==> src/rtl/conv1d_index_sequencer.sv <==
// Sequences one Conv1D job through file preload, L0 fill, compute, drain and writeback.
// Outputs are registered from the next-state view, so each phase's first values appear on the entering edge.
module conv1d_index_sequencer #(
   parameter int Weight_Addr_Width    = 2,
   parameter int Input_Addr_Width     = 4,
   parameter int Output_Addr_Width    = 3,
   parameter int L0_Weight_Addr_Width = 2,
   parameter int L0_Input_Addr_Width  = 4,
   parameter int L0_Output_Addr_Width = 3,
   parameter int Weight_Nums          = 4,
   parameter int Output_Nums          = 8,
   parameter int Input_Nums           = Output_Nums + Weight_Nums - 1,
   parameter int Nums_Pipeline_Stages = 4,
   parameter int Pipeline_Tail        = Nums_Pipeline_Stages - 1
) (
   input  logic                              clk,
   input  logic                              rst_n,
   input  logic                              Start,
   input  logic                              Preload_Output,
   output logic                              Weight_Loading_From_File,
   output logic                              Input_Loading_From_File,
   output logic                              Output_Loading_From_File,
   output logic                              Output_Writing_To_File,
   output logic [Weight_Addr_Width:0]        Mem_Weight_Index,
   output logic [Input_Addr_Width:0]         Mem_Input_Index,
   output logic [Output_Addr_Width:0]        Mem_Output_Index,
   output logic [L0_Weight_Addr_Width:0]     L0_Weight_Index,
   output logic [L0_Input_Addr_Width:0]      L0_Input_Index,
   output logic [L0_Output_Addr_Width:0]     L0_Output_Index,
   output logic [1:0]                        L0_Weight_Status,
   output logic [1:0]                        L0_Input_Status,
   output logic [1:0]                        L0_Output_Status,
   output logic                              L0_Data_Is_Ready,
   output logic                              Busy,
   output logic                              Done
);
   localparam int MW = Weight_Addr_Width + 1;
   localparam int MI = Input_Addr_Width + 1;
   localparam int MO = Output_Addr_Width + 1;
   localparam int LW = L0_Weight_Addr_Width + 1;
   localparam int LI = L0_Input_Addr_Width + 1;
   localparam int LO = L0_Output_Addr_Width + 1;
   localparam int MAX_N = (Input_Nums > Weight_Nums)
                          ? ((Input_Nums > Output_Nums) ? Input_Nums : Output_Nums)
                          : ((Weight_Nums > Output_Nums) ? Weight_Nums : Output_Nums);
   localparam int CW = $clog2(MAX_N + Pipeline_Tail + Output_Nums + 4) + 1;
   localparam int OW = $clog2(Output_Nums) + 1;
   localparam int WW = $clog2(Weight_Nums) + 1;

   localparam logic [CW-1:0] W_N       = CW'(Weight_Nums);
   localparam logic [CW-1:0] I_N       = CW'(Input_Nums);
   localparam logic [CW-1:0] O_N       = CW'(Output_Nums);
   localparam logic [CW-1:0] TWO       = CW'(2);
   localparam logic [CW-1:0] FILE_LAST = CW'(MAX_N - 1);
   localparam logic [CW-1:0] FILL_LAST = CW'(MAX_N + 1);
   localparam logic [CW-1:0] TAIL_LAST = CW'(Pipeline_Tail - 1);
   localparam logic [CW-1:0] WB_LAST   = CW'(Output_Nums - 1);
   localparam logic [OW-1:0] O_LAST    = OW'(Output_Nums - 1);
   localparam logic [WW-1:0] W_LAST    = WW'(Weight_Nums - 1);

   typedef enum logic [2:0] {S_IDLE, S_FILE, S_FILL, S_COMP, S_DRAIN, S_WB, S_FIN} state_t;

   state_t        state, ns;
   logic [CW-1:0] cnt, ncnt;
   logic [OW-1:0] o, no;
   logic [WW-1:0] w, nw;
   logic          pre, npre;

   always_comb begin
      ns   = state;
      ncnt = cnt;
      no   = o;
      nw   = w;
      npre = pre;
      case (state)
         S_IDLE: if (Start) begin
            ns   = S_FILE;
            ncnt = '0;
            no   = '0;
            nw   = '0;
            npre = Preload_Output;
         end
         S_FILE: if (cnt == FILE_LAST) begin ns = S_FILL; ncnt = '0; end
                 else ncnt = cnt + CW'(1);
         S_FILL: if (cnt == FILL_LAST) begin ns = S_COMP; ncnt = '0; end
                 else ncnt = cnt + CW'(1);
         // o/w freeze on the last tap so DRAIN keeps presenting the final indices
         S_COMP: if (w == W_LAST) begin
            if (o == O_LAST) begin ns = S_DRAIN; ncnt = '0; end
            else begin nw = '0; no = o + OW'(1); end
         end else nw = w + WW'(1);
         S_DRAIN: if (cnt == TAIL_LAST) begin ns = S_WB; ncnt = '0; end
                  else ncnt = cnt + CW'(1);
         S_WB: if (cnt == WB_LAST) begin ns = S_FIN; ncnt = '0; end
               else ncnt = cnt + CW'(1);
         S_FIN:   ns = S_IDLE;
         default: ns = S_IDLE;
      endcase
   end

   always_ff @(posedge clk or negedge rst_n) begin
      if (!rst_n) begin
         state <= S_IDLE;
         cnt <= '0; o <= '0; w <= '0; pre <= 1'b0;
         Weight_Loading_From_File <= 1'b0; Input_Loading_From_File <= 1'b0;
         Output_Loading_From_File <= 1'b0; Output_Writing_To_File <= 1'b0;
         Mem_Weight_Index <= '0; Mem_Input_Index <= '0; Mem_Output_Index <= '0;
         L0_Weight_Index <= '0; L0_Input_Index <= '0; L0_Output_Index <= '0;
         L0_Weight_Status <= 2'b00; L0_Input_Status <= 2'b00; L0_Output_Status <= 2'b00;
         L0_Data_Is_Ready <= 1'b0; Busy <= 1'b0; Done <= 1'b0;
      end else begin
         state <= ns; cnt <= ncnt; o <= no; w <= nw; pre <= npre;
         Weight_Loading_From_File <= 1'b0; Input_Loading_From_File <= 1'b0;
         Output_Loading_From_File <= 1'b0; Output_Writing_To_File <= 1'b0;
         Mem_Weight_Index <= '0; Mem_Input_Index <= '0; Mem_Output_Index <= '0;
         L0_Weight_Index <= '0; L0_Input_Index <= '0; L0_Output_Index <= '0;
         L0_Weight_Status <= 2'b00; L0_Input_Status <= 2'b00; L0_Output_Status <= 2'b00;
         L0_Data_Is_Ready <= 1'b0;
         Busy <= (ns != S_IDLE) && (ns != S_FIN);
         Done <= (ns == S_FIN);
         case (ns)
            S_FILE: begin
               Weight_Loading_From_File <= (ncnt < W_N);
               Input_Loading_From_File  <= (ncnt < I_N);
               Output_Loading_From_File <= npre && (ncnt < O_N);
               Mem_Weight_Index <= (ncnt < W_N) ? MW'(ncnt) : '0;
               Mem_Input_Index  <= (ncnt < I_N) ? MI'(ncnt) : '0;
               Mem_Output_Index <= (ncnt < O_N) ? MO'(ncnt) : '0;
            end
            // Mem index leads the L0 index by 2 to cover SRAM read latency plus one register
            S_FILL: begin
               if (ncnt < W_N + TWO) begin
                  L0_Weight_Status <= 2'b01;
                  Mem_Weight_Index <= MW'(ncnt + TWO);
                  L0_Weight_Index  <= (ncnt < TWO) ? '0 : LW'(ncnt - TWO);
               end else L0_Weight_Status <= 2'b10;
               if (ncnt < I_N + TWO) begin
                  L0_Input_Status <= 2'b01;
                  Mem_Input_Index <= MI'(ncnt + TWO);
                  L0_Input_Index  <= (ncnt < TWO) ? '0 : LI'(ncnt - TWO);
               end else L0_Input_Status <= 2'b10;
               if (ncnt < O_N + TWO) begin
                  L0_Output_Status <= 2'b01;
                  Mem_Output_Index <= MO'(ncnt + TWO);
                  L0_Output_Index  <= (ncnt < TWO) ? '0 : LO'(ncnt - TWO);
               end else L0_Output_Status <= 2'b10;
            end
            S_COMP, S_DRAIN: begin
               L0_Weight_Status <= 2'b10; L0_Input_Status <= 2'b10; L0_Output_Status <= 2'b10;
               L0_Weight_Index  <= LW'(nw);
               L0_Input_Index   <= LI'(no) + LI'(nw);
               L0_Output_Index  <= LO'(no);
               L0_Data_Is_Ready <= (ns == S_COMP);
            end
            S_WB: begin
               L0_Weight_Status <= 2'b10; L0_Input_Status <= 2'b10;
               Output_Writing_To_File <= 1'b1;
               Mem_Output_Index <= MO'(ncnt);
            end
            default: ;
         endcase
      end
   end
endmodule

==> config.mk <==
export PLATFORM = sky130hd
export DESIGN_NAME = conv1d_index_sequencer
export DESIGN_NICKNAME = d
export VERILOG_FILES = /design/src/rtl/conv1d_index_sequencer.sv
export SDC_FILE = /design/constraint.sdc
export NUM_CORES = 1
export LEC_CHECK = 0
export ABC_CLOCK_PERIOD_IN_PS = 3320
export CORE_MARGIN = 10
export CORE_UTILIZATION = 32
export DETAILED_ROUTE_END_ITERATION = 8
export GPL_ROUTABILITY_DRIVEN = 0
export PLACE_DENSITY = 0.6
export RECOVER_POWER = 50
export SLEW_MARGIN = 20
export SYNTH_ARGS = -nofsm -noshare
export SYNTH_HDL_FRONTEND = slang
export SYNTH_SLANG_ARGS = --single-unit
==> constraint.sdc <==
create_clock -name clk -period 3.32 [get_ports clk]
set_input_delay 0.664 -clock clk [delete_from_list [all_inputs] [get_ports clk]]
set_output_delay 0.664 -clock clk [all_outputs]
set_load 0.05 [all_outputs]
==> results.txt <==
outcome -> complete, but fails checks
failing checks -> capacitance limit, slew limit
CTS Buf Count -> 5
# clock sinks -> 54
Worst-path clk slew -> 0.11 ns
crit-path cells -> inv_1, ha_1, nor4b_2, a211o_1, and3_1, a2bb2oi_4, nand2_1, o21ai_0, o22ai_1
Initial Util -> 0.3312
Period minus WS final -> 3.079 ns
critical path's slowest cell -> dfrtp_1
H-Tree Depth -> 2
Sw Pwr -> 2.023 mW
Post-DRT Antenna Nets -> 0
WL/cell -> 16.91 um
CP Max Fanout -> 9
Post-Syn Area -> 0.002917 mm^2
Cell Pwr Density -> 1109 mW/mm^2
Final Power -> 3.898 mW
Via-to-Cell Ratio -> 5.131
layout cells sized above 1 -> 0.1258
Max Clk Rate -> 324.8 MHz
post-synthesis register bit count -> 54
CTS Root Cell -> clkbuf_8
Largest delay share family, worst path -> compound AO/OA/AOI/OAI gates
Switching Fraction -> 0.5190
Fin. Hold Viols -> 0
CP bufs+invs -> 1
Post-Syn Area per Cell -> 10.72 um^2
# setup viols final -> 0
Critical Path Max Stage Delay -> 0.47 ns
post-synth net total -> 287
sequential fraction of the synthesis area -> 0.4633
die height -> 115.5 um
first-pass GRT wire length -> 11.84 mm
Port Buffers -> 40
clock share of power -> 0.102
drt first pass iters -> 4
IO Pins -> 41
Worst Setup Path Type -> reg -> reg
number of global-route vias before repair -> 2273
RSZ-0062 raised after global routing -> no
arrival time worst endpoint -> 3.26 ns
Nets -> 332
Post-CTS Resized -> 0
initial antenna violation count -> 0
WL final -> 7.205 mm
Total GRT Usage -> 0.1090
Pint -> 1.875 mW
synth warn -> 0
Worst Setup Start Kind -> register
drt drc -> 0
EDFF count, synth -> 0
skew final -> 0.008980 ns
VDD IR-drop max -> 0.5091 mV
final worst path period share -> 0.9274
die area -> 0.01333 mm^2
worst skew pair latency -> 0.31 ns
share of power burned in registers -> 0.263
Cells after Synth -> 272
total vias in the final route -> 2186
Slew Limit Fails -> 34
remaining global-route overflow -> 0
Max-slew headroom -> -0.1537
nature of the critical path endpoint -> register
hpwl dp -> 5.409 mm
Comb power frac -> 0.636
Post-synth ARST share -> 1.000
Synth cell types -> 66
setup_tns -> 0 ns
row cnt -> 34
setup bufs post-CTS -> 0
Static Leak -> 1.555 nW
CTS Buffer Depth -> 2
core region area -> 0.008806 mm^2
MaxCap Viol Count -> 1
Main synth FF type -> dfrtp_1
CTS tree -> built
Hold Crit Class -> reg -> reg
pin count of the biggest net entering global routing -> 34
initial DRC count -> 133
layout overhead on the synthesized area -> 20.51%
Least-Margin Pin Slew -> 1.731 ns
hold buffers post-CTS -> 0
antenna cells -> 0
Die Width -> 115.5 um
WP data required -> 3.50 ns
## cell type report
type                            count  area, um^2
Sequential cell                    54        1351
Multi-Input combinational cell    184        1386
Tap cell                          108       135.1
Clock buffer                        5       68.82
Inverter                           23       93.84
Timing Repair Buffer               49       450.4
Clock inverter                      3       28.78
Fill cell                         865        5291
## cells by family (layout without fill, tap and decap cells)
logic type / Yosys count / in the layout / share of synthesized area
muxes: 4 / 4 / 0.01459
and+or+nand+nor: 78 / 78 / 0.1587
buffers and inverters: 34 / 80 / 0.05920
adders and majority gates: 11 / 11 / 0.04976
xor gates and xnor gates: 9 / 9 / 0.02703
AOI/OAI and AO/OA: 81 / 81 / 0.2261
DFF: 54 / 54 / 0.4633
other: 1 / 1 / 0.001286
## worst reg2reg max path, stage by stage (launching register included)
cell       delay [ns]
dfrtp_1          0.47
inv_1            0.12
ha_1             0.14
nor4b_2          0.38
a211o_1          0.20
and3_1           0.47
a2bb2oi_4        0.41
nand2_1          0.26
o21ai_0          0.36
o22ai_1          0.15
## cell usage after synthesis (3+ instances only)
library cell,n,share of area
o32ai_2,4,0.022
ha_1,10,0.043
a211o_1,3,0.0090
o22ai_1,9,0.019
nor3_1,4,0.0069
a21o_1,5,0.013
buf_2,6,0.010
and3_1,5,0.011
a21oi_1,18,0.031
inv_1,20,0.026
o21ai_0,15,0.026
dfrtp_1,54,0.46
buf_6,4,0.015
nor2_1,21,0.027
nor2b_1,3,0.0064
nand2_1,11,0.014
xor2_1,5,0.015
xnor2_1,4,0.012
nand3_1,5,0.0086
nand2b_1,8,0.017
## worst paths after layout
| check | start | endpoint | slack, ns | depth (start not counted) |
|---|---|---|---|---|
| worst max-delay path | cnt[0] | L0_Input_Index[1] | 0.24 | 9 |
| worst min-delay path | pre | pre | 0.51 | 1 |
| worst max register to register | cnt[0] | L0_Input_Index[1] | 0.24 | 9 |
| worst min register to register | pre | pre | 0.51 | 1 |
| max in group asynchronous | rst_n | cnt[2] | 1.17 | 2 |
| min in group asynchronous | rst_n | state[1] | 0.79 | 1 |
## through the flow
step / instances / utilization / hold slack (ns) / setup slack, ns / area [um^2]
6_report: 426 / 0.3991 / 0.5139 / 0.2409 / 3515
5_1_grt: 426 / 0.3991 / 0.5356 / 0.05500 / 3515
4_1_cts: 426 / 0.4013 / 0.4301 / 0.2594 / 3533
3_5_place_dp: 418 / 0.3902 / 0.5034 / 0.2242 / 3436
3_3_place_gp: 418 / 0.3902 / 0.5037 / 0.3077 / 3436
2_1_floorplan: 272 / - / 0.3684 / 0.7470 / 2917
## cells in the final DEF, fill, tap and decap left out, types with 5 or more instances in the layout
cell              n
o22ai_1           9
clkdlybuf4s50_1  35
nand3_1           5
dfrtp_1          54
clkbuf_8          5
o21ai_0          16
and3_1            5
nand2b_1          8
xor2_1            5
nand2_1          11
a21oi_1          18
ha_1             10
a21o_1            5
buf_4             6
nor2_1           21
inv_1            20
## power by group through the flow
stage	clock network (mW)	logic [mW]	registers, mW
floorplan	0	1.35	1.49
global placement	0	2.48	1.03
detailed placement	0	2.49	1.03
CTS	0.417	2.51	1.03
global route	0.443	2.67	1.05
finish	0.396	2.48	1.02
## registers in the layout, summed over array words and instances (netlist names)
register / count
Busy: 1
Done: 1
Input_Loading_From_File: 1
L0_Data_Is_Ready: 1
L0_Input_Index: 5
L0_Input_Status: 2
L0_Output_Index: 4
L0_Output_Status: 2
L0_Weight_Index: 3
L0_Weight_Status: 2
Mem_Input_Index: 5
Mem_Output_Index: 4
Mem_Weight_Index: 3
Output_Loading_From_File: 1
Output_Writing_To_File: 1
Weight_Loading_From_File: 1
cnt: 6
o: 4
pre: 1
state: 3
w: 3
## layer usage
layer / track usage / routed length (um) / up-vias
met1: 0.1388 / 3160 / 1068
met3: 0.02584 / 321 / 8
met5: 0 / 0 / -
li1: - / - / 1058
met4: 0.02280 / 100 / 0
met2: 0.1842 / 3623 / 52
Note: power is estimated with default switching activity, not from simulation.
